## config.mk

```make
export PLATFORM = sky130hd
export DESIGN_NAME = noc_outport_arbiter
export DESIGN_NICKNAME = d
export VERILOG_FILES = /design/src/rtl/noc_outport_arbiter.sv
export SDC_FILE = /design/constraint.sdc
export NUM_CORES = 1
export LEC_CHECK = 0
export CAP_MARGIN = 20
export CORE_MARGIN = 2
export CORE_UTILIZATION = 48
export CTS_CLUSTER_DIAMETER = 120
export DETAILED_ROUTE_END_ITERATION = 12
export GPL_TIMING_DRIVEN = 0
export PLACE_DENSITY_LB_ADDON = 0.08
export SETUP_SLACK_MARGIN = 0.1
export SLEW_MARGIN = 10
export SYNTH_ARGS = -nofsm -noshare
export SYNTH_HDL_FRONTEND = slang
export SYNTH_SLANG_ARGS = --single-unit
```

## constraint.sdc

```tcl
create_clock -name clk -period 9.61 [get_ports clk]
set_clock_uncertainty 0.2 [all_clocks]
set_input_delay 1.4415 -clock clk [delete_from_list [all_inputs] [get_ports clk]]
set_output_delay 1.4415 -clock clk [all_outputs]
set_load 0.05 [all_outputs]
```

## src/rtl/noc_outport_arbiter.sv

```systemverilog
// Output-port arbiter: round-robin grant over five input queues, pops one flit,
// waits a bounded time for its data, and holds it on data_o until accepted.
module noc_outport_arbiter #(
   parameter int unsigned TIMEOUT = 4
) (
   input  logic        clk,
   input  logic        rst,
   input  logic [4:0]  req_i,
   input  logic [4:0]  en_i,
   input  logic [15:0] data0_i,
   input  logic [15:0] data1_i,
   input  logic [15:0] data2_i,
   input  logic [15:0] data3_i,
   input  logic [15:0] data4_i,
   input  logic        ready_i,
   output logic [4:0]  pop_req_o,
   output logic [15:0] data_o,
   output logic        valid_o,
   output logic [2:0]  grant_o,
   output logic        err_o
);

   localparam logic [1:0] IDLE = 2'd0;
   localparam logic [1:0] POP  = 2'd1;
   localparam logic [1:0] WAIT = 2'd2;
   localparam logic [1:0] HOLD = 2'd3;

   logic [1:0]  state_q, state_d;
   logic [2:0]  ptr_q, ptr_d;
   logic [2:0]  grant_q, grant_d;
   logic [4:0]  pop_q, pop_d;
   logic [15:0] data_q, data_d;
   logic        valid_q, valid_d;
   logic        err_q, err_d;
   logic [2:0]  cnt_q, cnt_d;

   logic [2:0]  winner;
   logic        found;
   logic [3:0]  sum;
   logic        sel_en;
   logic [15:0] sel_data;
   logic [2:0]  next_ptr;

   // First requester at or after ptr, wrapping 4 -> 0.
   always_comb begin
      winner = ptr_q;
      found  = 1'b0;
      sum    = '0;
      for (int i = 0; i < 5; i++) begin
         sum = {1'b0, ptr_q} + 4'(i);
         if (sum > 4'd4) sum = sum - 4'd5;
         if (!found && req_i[sum[2:0]]) begin
            winner = sum[2:0];
            found  = 1'b1;
         end
      end
   end

   always_comb begin
      sel_en   = 1'b0;
      sel_data = '0;
      case (grant_q)
         3'd0:    begin sel_en = en_i[0]; sel_data = data0_i; end
         3'd1:    begin sel_en = en_i[1]; sel_data = data1_i; end
         3'd2:    begin sel_en = en_i[2]; sel_data = data2_i; end
         3'd3:    begin sel_en = en_i[3]; sel_data = data3_i; end
         3'd4:    begin sel_en = en_i[4]; sel_data = data4_i; end
         default: begin sel_en = 1'b0;    sel_data = '0;      end
      endcase
   end

   assign next_ptr = (grant_q == 3'd4) ? 3'd0 : grant_q + 3'd1;

   always_comb begin
      state_d = state_q;
      ptr_d   = ptr_q;
      grant_d = grant_q;
      pop_d   = '0;
      data_d  = data_q;
      valid_d = valid_q;
      err_d   = 1'b0;
      cnt_d   = cnt_q;
      case (state_q)
         IDLE: begin
            if (|req_i) begin
               grant_d = winner;
               pop_d   = 5'b00001 << winner;
               state_d = POP;
            end
         end
         POP: begin
            cnt_d   = '0;
            state_d = WAIT;
         end
         WAIT: begin
            if (sel_en) begin
               data_d  = sel_data;
               valid_d = 1'b1;
               ptr_d   = next_ptr;
               cnt_d   = '0;
               state_d = HOLD;
            end else if (cnt_q >= 3'(TIMEOUT - 1)) begin
               // This cycle is the last allowed WAIT cycle.
               err_d   = 1'b1;
               ptr_d   = next_ptr;
               cnt_d   = 3'(TIMEOUT);
               state_d = IDLE;
            end else begin
               cnt_d = cnt_q + 3'd1;
            end
         end
         HOLD: begin
            if (ready_i) begin
               valid_d = 1'b0;
               state_d = IDLE;
            end
         end
         default: state_d = IDLE;
      endcase
   end

   always_ff @(posedge clk or negedge rst) begin
      if (!rst) begin
         state_q <= IDLE;
         ptr_q   <= '0;
         grant_q <= '0;
         pop_q   <= '0;
         data_q  <= '0;
         valid_q <= 1'b0;
         err_q   <= 1'b0;
         cnt_q   <= '0;
      end else begin
         state_q <= state_d;
         ptr_q   <= ptr_d;
         grant_q <= grant_d;
         pop_q   <= pop_d;
         data_q  <= data_d;
         valid_q <= valid_d;
         err_q   <= err_d;
         cnt_q   <= cnt_d;
      end
   end

   assign pop_req_o = pop_q;
   assign data_o    = data_q;
   assign valid_o   = valid_q;
   assign grant_o   = grant_q;
   assign err_o     = err_q;

endmodule
```

Yosys cells after proc, flatten, opt, wreduce, memory -nomap -nowiden
Cells that the tools add are included.
{ "word_totals": {"wordCells": 106, "out_inout_bits": 26, "in_bits": 93, "reg_bits": 34} }
{ "classes": {"n_lt_le_gt_ge": 11, "n_reduce_logical": 19, "n_eq_ne": 11, "n_addsub": 11, "n_shift": 1, "n_mux": 45} }
{ "ops": {"columns": ["operator", "n"], "rows": [
  ["16-bit one-hot mux with 5 select lines", 1],
  ["3-bit 2-to-1 mux", 15],
  ["3-bit by 4-bit less-than comparator with 1-bit output (second input constant)", 5],
  ["4-bit by 3-bit > comparator with 1-bit output (second input constant)", 4],
  ["1-bit binary-select mux with 3-bit select", 5],
  ["3-bit subtractor (second input constant)", 5],
  ["1-bit 2-to-1 mux", 14],
  ["5-bit 2-to-1 mux", 2],
  ["3-bit by 2-bit adder with 4-bit output (second input constant)", 2],
  ["2-bit 2-to-1 mux", 4],
  ["2-bit one-hot mux with 4 select lines", 1],
  ["3-bit by 1-bit adder with 3-bit output (second input constant)", 2],
  ["3-bit by 2-bit == test with 1-bit output (second input constant)", 2],
  ["2-bit inequality test (second input constant)", 3],
  ["3-bit one-hot mux with 2 select lines", 1],
  ["2-bit AND reduction", 3],
  ["3-bit AND reduction", 2],
  ["2-bit nonzero test", 3],
  ["1-bit one-hot mux with 5 select lines", 1],
  ["5-bit OR reduction", 1],
  ["1-bit by 3-bit << shifter with 5-bit output (first input constant)", 1],
  ["3-bit by 1-bit adder with 4-bit output (second input constant)", 1],
  ["3-bit by 3-bit adder with 4-bit output (second input constant)", 1],
  ["2-bit == test (second input constant)", 2],
  ["other kinds (11)", 17]
]} }

Longest topological paths before layout
{ "depth": {"word_depth": 20, "ltp_mapped": 14, "depth_no_buf": 13} }

Worst setup path before layout
OpenSTA, ideal clock, no wires.
{ "synth_path": {"kind": "register to register", "start": "register ptr_q[1]", "end": "register pop_q[4], in the netlist pop_req_o[4]", "path_slack_ns": 5.882, "setup_ns": 0.120, "path_stages_with_launch": 13, "arrival_time_ns": 3.407, "path_buffers": 1, "period_less_slack_ns": 3.728, "cell_sequence": "dfrtp_1 > clkbuf_1 > inv_1 > ha_1 > ha_1 > nor2b_1 > o31ai_1 > xor2_1 > a2bb2oi_1 > a21oi_1 > or3_4 > mux2_4 > and4_1"} }
{ "synth_between": {"elab_chain_len": 20} }
{ "synth_lines": {"columns": ["item", "line_no", "rtl"], "rows": [
  ["start, declared", "29", "logic [2:0] ptr_q, ptr_d;"],
  ["start signal, assigned", "134", "ptr_q <= ptr_d;"],
  ["parallel branches: the longest is 16 deep, another holds 3-bit by 1-bit adder with 4-bit output", null, null],
  ["3-bit 2-to-1 mux *", "52", "if (!found && req_i[sum[2:0]]) begin"],
  ["1-bit by 3-bit << shifter with 5-bit output *", "87", "pop_d = 5'b00001 << winner;"],
  ["5-bit 2-to-1 mux *", "85", "if (|req_i) begin"],
  ["5-bit 2-to-1 mux *", "83", "case (state_q)"],
  ["named net pop_d[4]", "31", "logic [4:0] pop_q, pop_d;"],
  ["end signal, assigned", "136", "pop_q <= pop_d;"],
  ["end, declared", "31", null]
]} }
Mark *: on every way through the listed nets, which the timed path passes. The select of a mux whose other input is x is not followed.
A chain may end at the register's enable or synchronous reset.

Final worst setup path
{ "layout_path": {"start": "register ptr_q[1]", "end": "register pop_q[3], in the netlist pop_req_o[3]"} }
Same word-level chain as after synthesis.

==> flow_summary.json <==
{
  "status": "finished clean",
  "cts_resized": 0,
  "cts_made_buffers": 5,
  "rsz0062_at_grt": "false",
  "area_delta_synth_final_pct": 43.5,
  "worstMarginPinSlew_ps": 748,
  "worstPathRequired_ps": 9590,
  "worstPathArrival_ps": 4410,
  "post-cts-setup-buffer-count": 0,
  "postRouteWirelength_mm": 9.90,
  "io_pins": 119,
  "cp_cell_sequence": "clkbuf_1 -> inv_1 -> ha_1 -> ha_1 -> nor2b_1 -> o31ai_1 -> xor2_1 -> a2bb2oi_1 -> a21oi_1 -> or3_4 -> mux2_4 -> nor4_1",
  "vdd_drop_max_mv": 0.242,
  "endpoint_kind": "flip-flop",
  "antenna_left": 0,
  "yosys_warnings": 0,
  "diodes": 0,
  "synthTopCellsByArea": "dfrtp_1 (28%), ha_1 (9.0%), mux2_2 (7.0%), a222oi_1 (5.6%), o21ai_0 (5.1%)",
  "cts_tree": "built",
  "ys_seq_elements": 34,
  "synth.most_common_cell": "dfrtp_1",
  "drt-wirelength-per-cell_um": 18.4,
  "clkTransAtPathRegs_ps": 70,
  "io_buffers": 116,
  "leakagePower_nw": 1.81,
  "drt-pass1-iter-count": 5,
  "cts.path.max_buffers": 2,
  "synth-seq-area-share_pct": 27.8,
  "syn_area_um2": 3060,
  "cts_max_level": 2,
  "setup_viol_count_final": 0,
  "syn_area_per_cell_um2": 9.08,
  "die_w_um": 83.9,
  "tns_ps": 0,
  "ys_types": 68,
  "p_total_mw": 1.62,
  "synth_flop_cell": "dfrtp_1",
  "hold_viol": 0,
  "grtUsageTotal_pct": 28.0,
  "vias_per_cell": 6.10,
  "dp_hpwl_mm": 7.81,
  "synth_compound_area_share_pct": 30.1,
  "fp.dieH_um": 83.9,
  "drc": 0,
  "slew_headroom_pct": 50.1,
  "core-area_um2": 6240,
  "synth_top_area_share_pct": 27.8,
  "cap_violations": 0,
  "critPathTopFamily": "simple AND/OR/NAND/NOR gates",
  "synth_xor_area_share_pct": 1.14,
  "drt_iter0_drc": 168,
  "synth_top_family_by_area": "compound AO/OA/AOI/OAI gates",
  "place_ws_ps": 5140,
  "rows": 29,
  "synth.area.mux_share_pct": 11.7,
  "cp_num_buf_inv": 2,
  "hold_path_class": "reg -> reg",
  "synthAdderAreaFrac_pct": 8.99,
  "cts_hold_buf": 0,
  "die_area_um2": 7030,
  "critPathMaxStageDelay_ps": 460,
  "crit_path_top_delay_cell": "dfrtp_1",
  "grt_overflow_total": 0,
  "final.min_clock_period_ps": 4430,
  "cp_common_cell": "ha_1",
  "ys_async_sr_fraction_pct": 100,
  "ys_top_cells_by_count": "dfrtp_1 (34), o21ai_0 (31), nand2_1 (28), ha_1 (22)",
  "drv_slew": 0,
  "place_congestion": 0.889,
  "grt_pass1_wl_mm": 15.8,
  "vias": 3277,
  "power_density_nw_per_um2": 370,
  "start_util_pct": 49.0,
  "worst_hold_slack_ps": 308,
  "root_buffer": "clkbuf_8",
  "antenna_found_initial": 0,
  "synthesis.instances": 337,
  "synth_area_leader_cell": "dfrtp_1",
  "cts.sinks": 34,
  "yosys.area_share.simple_pct": 14.7,
  "synth_edf_count": 0,
  "timing.final.crit_share_pct": 46.1,
  "fin_ws_ps": 5180,
  "crit_path_max_fanout": 10,
  "fillers": 521,
  "grt_pass1_vias": 3340,
  "fmax_mhz": 225,
  "grt_max_degree": 35,
  "path_class": "reg -> reg",
  "syn_nets": 452,
  "start_kind": "flip-flop",
  "fin_nets": 575,
  "drive_gt1_share_pct": 11.5,
  "clock_latency_ps": 280
}
[sequential cells by signal (all words and copies together) (netlist names)]
| register | flops |
|---|---|
| cnt_q | 3 |
| grant_o | 3 |
| pop_req_o | 5 |
| valid_o | 1 |
| ptr_q | 3 |
| state_q | 2 |
| err_o | 1 |
| data_o | 16 |
[worst reg2reg max path: cells and delay by family (launching register included)]
kind / cells / cell delay (ps)
xor+xnor: 1 / 330
simple gates: 3 / 860
flops: 1 / 460
fa+ha+maj: 2 / 650
mux: 1 / 340
buf+inv: 2 / 680
compound gates: 3 / 820
[final cells by class]
type / instances / area, um2 / share of cell area [%]
clock buffers: 5 / 68.8 / 1.57
repair buffers: 116 / 1160 / 26.3
clock inverters: 2 / 10.0 / 0.228
plain buffers: 20 / 96.3 / 2.19
flip-flops and latches: 34 / 851 / 19.4
multi-input cells: 263 / 2040 / 46.4
inverters: 20 / 75.1 / 1.71
well taps: 77 / 96.3 / 2.19
[power by group]
| part | switching [mW] | internal [mW] | total (mW) | leakage, nW |
|---|---|---|---|---|
| logic | 0.756 | 0.522 | 1.28 | 1.33 |
| clock network | 0.0488 | 0.0485 | 0.0973 | 0.0438 |
| registers | 0.0469 | 0.202 | 0.249 | 0.434 |
[placed cells by master, fill, tap and decap left out, types with 3 or more instances in the layout]
master	netlist	layout
clkdlybuf4s50_1	0	115
dfrtp_1	34	34
o21ai_0	31	31
nand2_1	28	28
ha_1	22	22
inv_1	19	19
mux2_2	19	19
a22oi_1	17	17
a222oi_1	17	17
clkbuf_1	13	13
a21oi_1	13	13
nor2_1	12	12
mux2i_1	9	9
nand3_1	8	8
nand2b_1	6	6
clkbuf_8	0	5
nor2b_1	4	4
o31ai_1	4	4
a211oi_1	4	4
nor4_1	4	4
xnor2_1	3	3
o21ai_1	3	3
a31oi_1	3	3
o211ai_1	3	3
[metal layers]
metal  share of wire (%)  GRT usage (%)  vias up
li1                    -              -     1548
met1                  40           33.4     1586
met2                  54           51.9      129
met3                 5.5           4.95       14
met4                 1.3           6.30        0
met5                   0              0        -
[through the flow]
step / instance area, um2 / util, % / cells
after global routing: 4390 / 70.4 / 537
after global placement: 4320 / 69.2 / 530
final: 4390 / 70.4 / 537
after CTS: 4390 / 70.4 / 537
after floorplan: 3060 / - / 337
after detailed placement: 4310 / 69.1 / 530
[logic make-up after synthesis]
group                      count (synthesis)
and+or+nand+nor                           83
muxes                                     31
DFF                                       34
adders and majority gates                 22
AOI/OAI and AO/OA                        123
buffers and inverters                     40
xor gates and xnor gates                   4
[worst paths after layout]
kind / depth (start not counted) / end / from / slack [ps]
worst min-delay path: 1 / data_o[5]$_DFFE_PN0P_ / data_o[5]$_DFFE_PN0P_ / 310
min in group asynchronous: 1 / data_o[14]$_DFFE_PN0P_ / rst / 1020
worst max-delay path: 12 / pop_req_o[3]$_DFF_PN0_ / ptr_q[1]$_DFFE_PN0P_ / 5180
worst max register to register: 12 / pop_req_o[3]$_DFF_PN0_ / ptr_q[1]$_DFFE_PN0P_ / 5180
max in group asynchronous: 1 / data_o[1]$_DFFE_PN0P_ / rst / 7700
worst min register to register: 1 / data_o[5]$_DFFE_PN0P_ / data_o[5]$_DFFE_PN0P_ / 310
Power figures use the tool's default switching activity.
